<file path="src/rtl/singlecycle_pkg.sv">
// Shared types and constants for the memory port arbiter.
package singlecycle_pkg;

  typedef enum logic [1:0] {
    ARB_IDLE = 2'd0,
    ARB_BUSY = 2'd1,
    ARB_RESP = 2'd2
  } ArbState_e;

  // Requester index assignment on the shared port.
  localparam int unsigned ARB_REQ_LSU = 0;
  localparam int unsigned ARB_REQ_IF  = 1;
  localparam int unsigned ARB_REQ_DBG = 2;

  // Timeout counter width; kept at least 1 bit so a disabled timeout still elaborates.
  function automatic int unsigned arb_cnt_w(input int unsigned timeout);
    return (timeout == 0) ? 1 : $clog2(timeout + 1);
  endfunction

endpackage

</file>
<file path="src/rtl/mem_arb_pick.sv">
// Combinational one-hot request picker.
// Build option MEM_ARB_RR_EN: round-robin starting after i_last_grant;
// otherwise fixed priority with the lowest index winning.
module mem_arb_pick #(
  parameter int unsigned NUM_REQ = 3,
  parameter int unsigned IDX_W   = 2
) (
  input  logic [NUM_REQ-1:0] i_vld,
  input  logic [IDX_W-1:0]   i_last_grant,
  output logic [NUM_REQ-1:0] o_gnt_oh,
  output logic [IDX_W-1:0]   o_gnt_idx
);

`ifdef MEM_ARB_RR_EN
  // Scan forward from the requester after the last winner, wrapping around.
  always_comb begin
    int unsigned cand;
    logic        found;
    o_gnt_oh  = '0;
    o_gnt_idx = '0;
    found     = 1'b0;
    cand      = 0;
    for (int unsigned off = 1; off <= NUM_REQ; off++) begin
      cand = (32'(i_last_grant) + off) % NUM_REQ;
      if (!found && i_vld[cand]) begin
        found          = 1'b1;
        o_gnt_oh[cand] = 1'b1;
        o_gnt_idx      = IDX_W'(cand);
      end
    end
  end
`else
  logic unused_last_grant;
  assign unused_last_grant = ^i_last_grant;

  // Fixed priority: first valid requester from index 0 upward.
  always_comb begin
    logic found;
    o_gnt_oh  = '0;
    o_gnt_idx = '0;
    found     = 1'b0;
    for (int unsigned i = 0; i < NUM_REQ; i++) begin
      if (!found && i_vld[i]) begin
        found       = 1'b1;
        o_gnt_oh[i] = 1'b1;
        o_gnt_idx   = IDX_W'(i);
      end
    end
  end
`endif

endmodule

</file>
<file path="src/rtl/mem_port_arbiter.sv">
// Shares one LSU/SRAM VALID/READY port between NUM_REQ requesters, one transaction
// at a time, with a timeout abort. Build option MEM_ARB_RR_EN selects round-robin
// arbitration (default: fixed priority, index 0 highest).
module mem_port_arbiter
  import singlecycle_pkg::*;
#(
  parameter int unsigned NUM_REQ     = 3,
  parameter int unsigned TIMEOUT_CYC = 64
) (
  input  logic                    i_clk,
  input  logic                    i_rst_n,
  input  logic [NUM_REQ-1:0]      i_req_vld,
  input  logic [NUM_REQ-1:0][31:0] i_req_addr,
  input  logic [NUM_REQ-1:0][31:0] i_req_wdata,
  input  logic [NUM_REQ-1:0][3:0] i_req_strb,
  input  logic [NUM_REQ-1:0]      i_req_wren,
  output logic [NUM_REQ-1:0]      o_req_rdy,
  output logic [NUM_REQ-1:0]      o_rsp_vld,
  output logic [31:0]             o_rsp_rdata,
  output logic                    o_rsp_err,
  output logic                    o_mem_vld,
  output logic [31:0]             o_mem_addr,
  output logic [31:0]             o_mem_wdata,
  output logic [3:0]              o_mem_strb,
  output logic                    o_mem_wren,
  input  logic                    i_mem_rdy,
  input  logic [31:0]             i_mem_rdata,
  output logic                    o_busy
);

  localparam int unsigned CNT_W = arb_cnt_w(TIMEOUT_CYC);
  localparam int unsigned IDX_W = $clog2(NUM_REQ);
  localparam logic [CNT_W-1:0] CntMax  = CNT_W'(TIMEOUT_CYC);
  localparam logic [CNT_W-1:0] CntLast = (TIMEOUT_CYC == 0) ? '0 : CNT_W'(TIMEOUT_CYC - 1);
  localparam logic [IDX_W-1:0] IdxLast = IDX_W'(NUM_REQ - 1);

  ArbState_e        state_q, state_d;
  logic [CNT_W-1:0] cnt_q, cnt_d;
  logic [IDX_W-1:0] gnt_idx_q, gnt_idx_d;
  logic [31:0]      mem_addr_q, mem_addr_d;
  logic [31:0]      mem_wdata_q, mem_wdata_d;
  logic [3:0]       mem_strb_q, mem_strb_d;
  logic             mem_wren_q, mem_wren_d;
  logic [31:0]      rsp_rdata_q, rsp_rdata_d;
  logic             rsp_err_q, rsp_err_d;

  logic [NUM_REQ-1:0] pick_oh;
  logic [IDX_W-1:0]   pick_idx;
  logic [IDX_W-1:0]   last_grant;
  logic               accept;
  logic               timeout_hit;

  assign accept      = (state_q == ARB_IDLE) && (|i_req_vld);
  assign timeout_hit = (TIMEOUT_CYC != 0) && (cnt_q == CntLast);

`ifdef MEM_ARB_RR_EN
  logic [IDX_W-1:0] last_grant_q;

  // Remember the most recent winner; reset value makes requester 0 win first.
  always_ff @(posedge i_clk or negedge i_rst_n) begin
    if (!i_rst_n) begin
      last_grant_q <= IdxLast;
    end else if (accept) begin
      last_grant_q <= pick_idx;
    end
  end

  assign last_grant = last_grant_q;
`else
  assign last_grant = IdxLast;
`endif

  mem_arb_pick #(
    .NUM_REQ (NUM_REQ),
    .IDX_W   (IDX_W)
  ) u_pick (
    .i_vld        (i_req_vld),
    .i_last_grant (last_grant),
    .o_gnt_oh     (pick_oh),
    .o_gnt_idx    (pick_idx)
  );

  // Next-state: accept and latch in IDLE, wait/time out in BUSY, one-cycle response.
  always_comb begin
    state_d     = state_q;
    cnt_d       = cnt_q;
    gnt_idx_d   = gnt_idx_q;
    mem_addr_d  = mem_addr_q;
    mem_wdata_d = mem_wdata_q;
    mem_strb_d  = mem_strb_q;
    mem_wren_d  = mem_wren_q;
    rsp_rdata_d = rsp_rdata_q;
    rsp_err_d   = rsp_err_q;
    unique case (state_q)
      ARB_IDLE: begin
        if (accept) begin
          gnt_idx_d   = pick_idx;
          mem_addr_d  = i_req_addr[pick_idx];
          mem_wdata_d = i_req_wdata[pick_idx];
          mem_strb_d  = i_req_strb[pick_idx];
          mem_wren_d  = i_req_wren[pick_idx];
          cnt_d       = '0;
          state_d     = ARB_BUSY;
        end
      end
      ARB_BUSY: begin
        if (cnt_q != CntMax) begin
          cnt_d = cnt_q + 1'b1;
        end
        // Completion takes precedence over a coincident timeout.
        if (i_mem_rdy) begin
          rsp_rdata_d = mem_wren_q ? 32'h0 : i_mem_rdata;
          rsp_err_d   = 1'b0;
          state_d     = ARB_RESP;
        end else if (timeout_hit) begin
          rsp_rdata_d = 32'h0;
          rsp_err_d   = 1'b1;
          state_d     = ARB_RESP;
        end
      end
      ARB_RESP: begin
        cnt_d   = '0;
        state_d = ARB_IDLE;
      end
      default: begin
        state_d = ARB_IDLE;
      end
    endcase
  end

  // State and latched command/response registers.
  always_ff @(posedge i_clk or negedge i_rst_n) begin
    if (!i_rst_n) begin
      state_q     <= ARB_IDLE;
      cnt_q       <= '0;
      gnt_idx_q   <= '0;
      mem_addr_q  <= '0;
      mem_wdata_q <= '0;
      mem_strb_q  <= '0;
      mem_wren_q  <= 1'b0;
      rsp_rdata_q <= '0;
      rsp_err_q   <= 1'b0;
    end else begin
      state_q     <= state_d;
      cnt_q       <= cnt_d;
      gnt_idx_q   <= gnt_idx_d;
      mem_addr_q  <= mem_addr_d;
      mem_wdata_q <= mem_wdata_d;
      mem_strb_q  <= mem_strb_d;
      mem_wren_q  <= mem_wren_d;
      rsp_rdata_q <= rsp_rdata_d;
      rsp_err_q   <= rsp_err_d;
    end
  end

  // Outputs decoded from the registered state; o_mem_vld falls with async reset.
  always_comb begin
    o_rsp_vld = '0;
    if (state_q == ARB_RESP) begin
      o_rsp_vld[gnt_idx_q] = 1'b1;
    end
    o_req_rdy   = (state_q == ARB_IDLE) ? pick_oh : '0;
    o_mem_vld   = (state_q == ARB_BUSY);
    o_busy      = (state_q != ARB_IDLE);
    o_mem_addr  = mem_addr_q;
    o_mem_wdata = mem_wdata_q;
    o_mem_strb  = mem_strb_q;
    o_mem_wren  = mem_wren_q;
    o_rsp_rdata = rsp_rdata_q;
    o_rsp_err   = rsp_err_q;
  end

endmodule

</file>
<file path="config.mk">
export PLATFORM = sky130hd
export DESIGN_NAME = mem_port_arbiter
export DESIGN_NICKNAME = d
export VERILOG_FILES = /design/src/rtl/singlecycle_pkg.sv /design/src/rtl/mem_arb_pick.sv /design/src/rtl/mem_port_arbiter.sv
export SDC_FILE = /design/constraint.sdc
export NUM_CORES = 1
export LEC_CHECK = 0
export ABC_AREA = 1
export BUFFER_PORTS_ARGS = -buffer_cell sky130_fd_sc_hd__buf_2
export CAP_MARGIN = 30
export CORE_MARGIN = 5
export CORE_UTILIZATION = 40
export DETAILED_ROUTE_END_ITERATION = 7
export GPL_TIMING_DRIVEN = 0
export PLACE_DENSITY = 0.73
export SLEW_MARGIN = 15
export SYNTH_ARGS = -nofsm -noshare
export SYNTH_HDL_FRONTEND = slang
export SYNTH_SLANG_ARGS = --single-unit
</file>
<file path="constraint.sdc">
create_clock -name i_clk -period 2.1 [get_ports i_clk]
set_clock_uncertainty 0.05 [all_clocks]
set_input_delay 0.315 -clock i_clk [delete_from_list [all_inputs] [get_ports i_clk]]
set_output_delay 0.315 -clock i_clk [all_outputs]
set_load 0.02 [all_outputs]
</file>
==> summary.txt <==
Power
  – Lkg Pwr: 0.00540 uW
  – Part of the power in registers: 29.7%
  – Sw Ratio: 43.0%
  – Comb pwr share: 46.5%
  – Pwr Density: 1350 nW/um^2
  – Cell internal pwr: 7140 uW
  – Clock Power Share: 23.7%
  – Worst VDD drop: 0.644 mV
  – NetSw: 5400 uW

Worst setup path
  – Worst setup SP type: register
  – Critical path depth: 5
  – Crit path max-delay family: buffers and inverters
  – Setup CP Type: reg2out
  – Worst R2R End: o_rsp_rdata[24]$_DFFE_PN0P_
  – Worst-path maximum fanout: 19
  – Crit path capture type: output pin
  – Crit path cell chain: inv_2, nand2_1, inv_1, clkbuf_4, buf_2
  – CP max stage delay: 0.38 ns
  – CP max stage cell: dfrtp_1
  – WP data required: 1.74 ns
  – Setup slack, reg-to-reg: 0.41 ns
  – Worst EP arrival: 1.56 ns
  – Critical path buffers and inverters: 4
  – Reg2reg path depth: 9
  – Worst R2R Start: cnt_q[0]$_DFFE_PN0P_

Routing
  – Post-Route WL: 24.4 mm
  – Vias: 7335
  – Via/cell ratio: 4.84
  – Iter 0 DRT Violations: 380
  – Detail Route Antenna Nets: 0
  – Routed WL per cell: 16.1 microns
  – First-pass DRT Iterations: 5
  – DRC Markers: 0

Timing
  – Max Freq: 0.520 GHz
  – Fin. max-slew vios: 0
  – Worst-Margin Slew: 0.654 ns
  – Final worst slack: 0.175 ns
  – RSZ-0062 raised after global routing: no
  – Max_slew headroom: 56.4%
  – Period Utilization, post-route: 91.6%
  – Count of final setup violators: 0
  – Post-layout min period: 1.92 ns
  – Final hold vios: 0

Yosys
  – Warnings from Yosys: 0
  – Post-synth net total: 1158
  – Netlist cell types: 22
  – Seq/Total Area, Yosys: 43.1%
  – Average cell area after synthesis: 7.21 sq um
  – Seq cells post-synth: 113
  – EDFF count, synth: 0
  – Cells after synthesis: 911
  – Most frequent cells after synthesis: nand2_1, nand3_1, dfrtp_1
  – Leading area contributor after synthesis: dfrtp_1
  – Synthesized area: 6560 sq um
  – Area share of the largest cell type after synthesis: 43.1%
  – Main flop type after synthesis: dfrtp_1
  – Synth area leaders: dfrtp_1, nand3_1, nand2_1
  – Fraction of registers with async set or reset after synthesis: 100%
  – Top-count cell post-synth: nand2_1

Finish
  – Fin cells: 1514
  – Area growth syn-to-layout: 41.1%
  – Filler cells: 1603
  – Share of cells above drive strength 1: 36.6%
  – Nets: 1531

Worst hold path
  – Hold depth: 4
  – HP Start: i_req_addr[78]
  – Hold Path End: o_mem_addr[14]$_DFFE_PN0P_
  – Worst hold path type: in2reg

Clocking
  – CTS Buf Count: 17
  – CTS root buffer: clkbuf_16
  – Clock Pin Slew Worst Setup and Hold Paths: 0.05 ns
  – Clock latency on the worst-skew pair: 0.41 ns
  – Setup Buffers After CTS: 0
  – TritonCTS clock tree: built
  – Clk sinks: 113
  – Clock tree buffer depth: 2
  – H-tree levels: 4

Die
  – Core Rows: 46
  – Core area: 16000 sq um
  – Die H: 138 microns
  – Die X: 138 microns
  – Initial core utilization: 41.0%
  – I/O pin count: 355
  – Full die area: 19100 sq um

GRT
  – Global router's overall resource usage: 25.1%
  – Total gr overflow: 0
  – Initial antenna violation count: 1
  – Pin count of the biggest net entering global routing: 68
  – First-pass GRT wire length: 38.3 mm
  – Number of global-route vias before repair: 7150

Placement
  – Port Buf Inserts: 353
  – Dpl cells: 1481
  – RePlAce Congestion: 0.958
  – Hpwl dp: 18.9 mm
  – Post-place setup slack: 0.221 ns

Job
  – Max Cap Viol: 0

Run status
  – Run status: finished, final reports clean
kinds of logic after synthesis:
family / Yosys count / share of synthesized area [%]
AOI/OAI and AO/OA: 5 / 0.629
xor gates and xnor gates: 1 / 0.133
adders and majority gates: 2 / 0.381
buffers and inverters: 113 / 9.02
DFF: 113 / 43.1
and+or+nand+nor: 677 / 46.8
stage by stage:
step	utilization, %	instance area, sq um	setup TNS (ns)	power, uW	hold WS, ns
4_1_cts	57.9	9260	0	12600	0.133
2_1_floorplan	-	6560	0	7400	-0.0306
3_5_place_dp	54.0	8630	0	9620	0.228
5_1_grt	57.9	9260	0	13300	0.164
6_report	57.9	9260	0	12500	0.152
3_3_place_gp	53.8	8600	-81.80	9530	0.399
placed cells by master, fill, tap and decap left out, types with 3 or more instances in the layout:
cell       instances
or2_0             40
nand2_1          300
or2_2             31
nand3_1          253
buf_2            380
clkbuf_1          17
clkbuf_8           4
clkinv_2           3
inv_2              3
dfrtp_1          113
nand2_2            5
clkbuf_16         17
buf_6             17
nor2_1            44
inv_1             44
bufinv_16          3
clkbuf_2           4
flip-flops by register name (all words and copies together), names as in the netlist:
register	count
o_rsp_err	1
o_mem_wdata	32
cnt_q	7
state_q	2
o_mem_addr	32
o_mem_wren	1
gnt_idx_q	2
o_rsp_rdata	32
o_mem_strb	4
worst max-delay path by stage:
stage / from / endpoint / slack (ns)
after floorplan: i_req_vld[1] / o_req_rdy[2] / 0.53
after global placement: i_rst_n / o_mem_addr[3]$_DFFE_PN0P_ / -0.73
after detailed placement: i_req_vld[0] / o_req_rdy[2] / 0.22
after CTS: state_q[1]$_DFFE_PN0P_ / o_mem_vld / 0.08
after global routing: state_q[1]$_DFFE_PN0P_ / o_mem_vld / 0.06
final: state_q[1]$_DFFE_PN0P_ / o_mem_vld / 0.18
per-layer routing:
metal  track usage [%]  wire length (microns)  vias up
met2              42.9                  12100      279
met1              31.2                  10200     3350
met3              5.48                   1450       48
li1                  -                      -     3658
met4              9.10                    731        0
met5                 0                      0        -
timing repair:
action                                  in CTS  in global routing
hold endpoints to repair                    46                  0
hold buffers                                 1                  0
gates resized for setup                      0                  1
endpoints found under the setup margin       1                  1
area by class of cell:
type	count	area, sq um	area share [%]
Sequential cell	113	2830	30.5
Inverter	48	185	2.00
Multi-Input combinational cell	685	3140	34.0
Buffer	64	404	4.36
Tap cell	216	270	2.92
Clock inverter	9	129	1.39
Timing Repair Buffer	355	1810	19.5
Antenna cell	1	2.50	0.0270
Clock buffer	23	488	5.27
power groups by stage:
stage	sequential [uW]	combinational, uW	clock [uW]
2_1_floorplan	4890	2510	0
3_3_place_gp	3730	5800	0
3_5_place_dp	3720	5900	0
4_1_cts	3720	5900	3030
5_1_grt	3840	6370	3120
6_report	3730	5840	2980
tightest hold or removal path, cell delays in order:
cell and delay, ns:
buf_2 0.07, or2_2 0.09, nand3_1 0.05, nand2_1 0.05
Power figures use the tool's default switching activity.
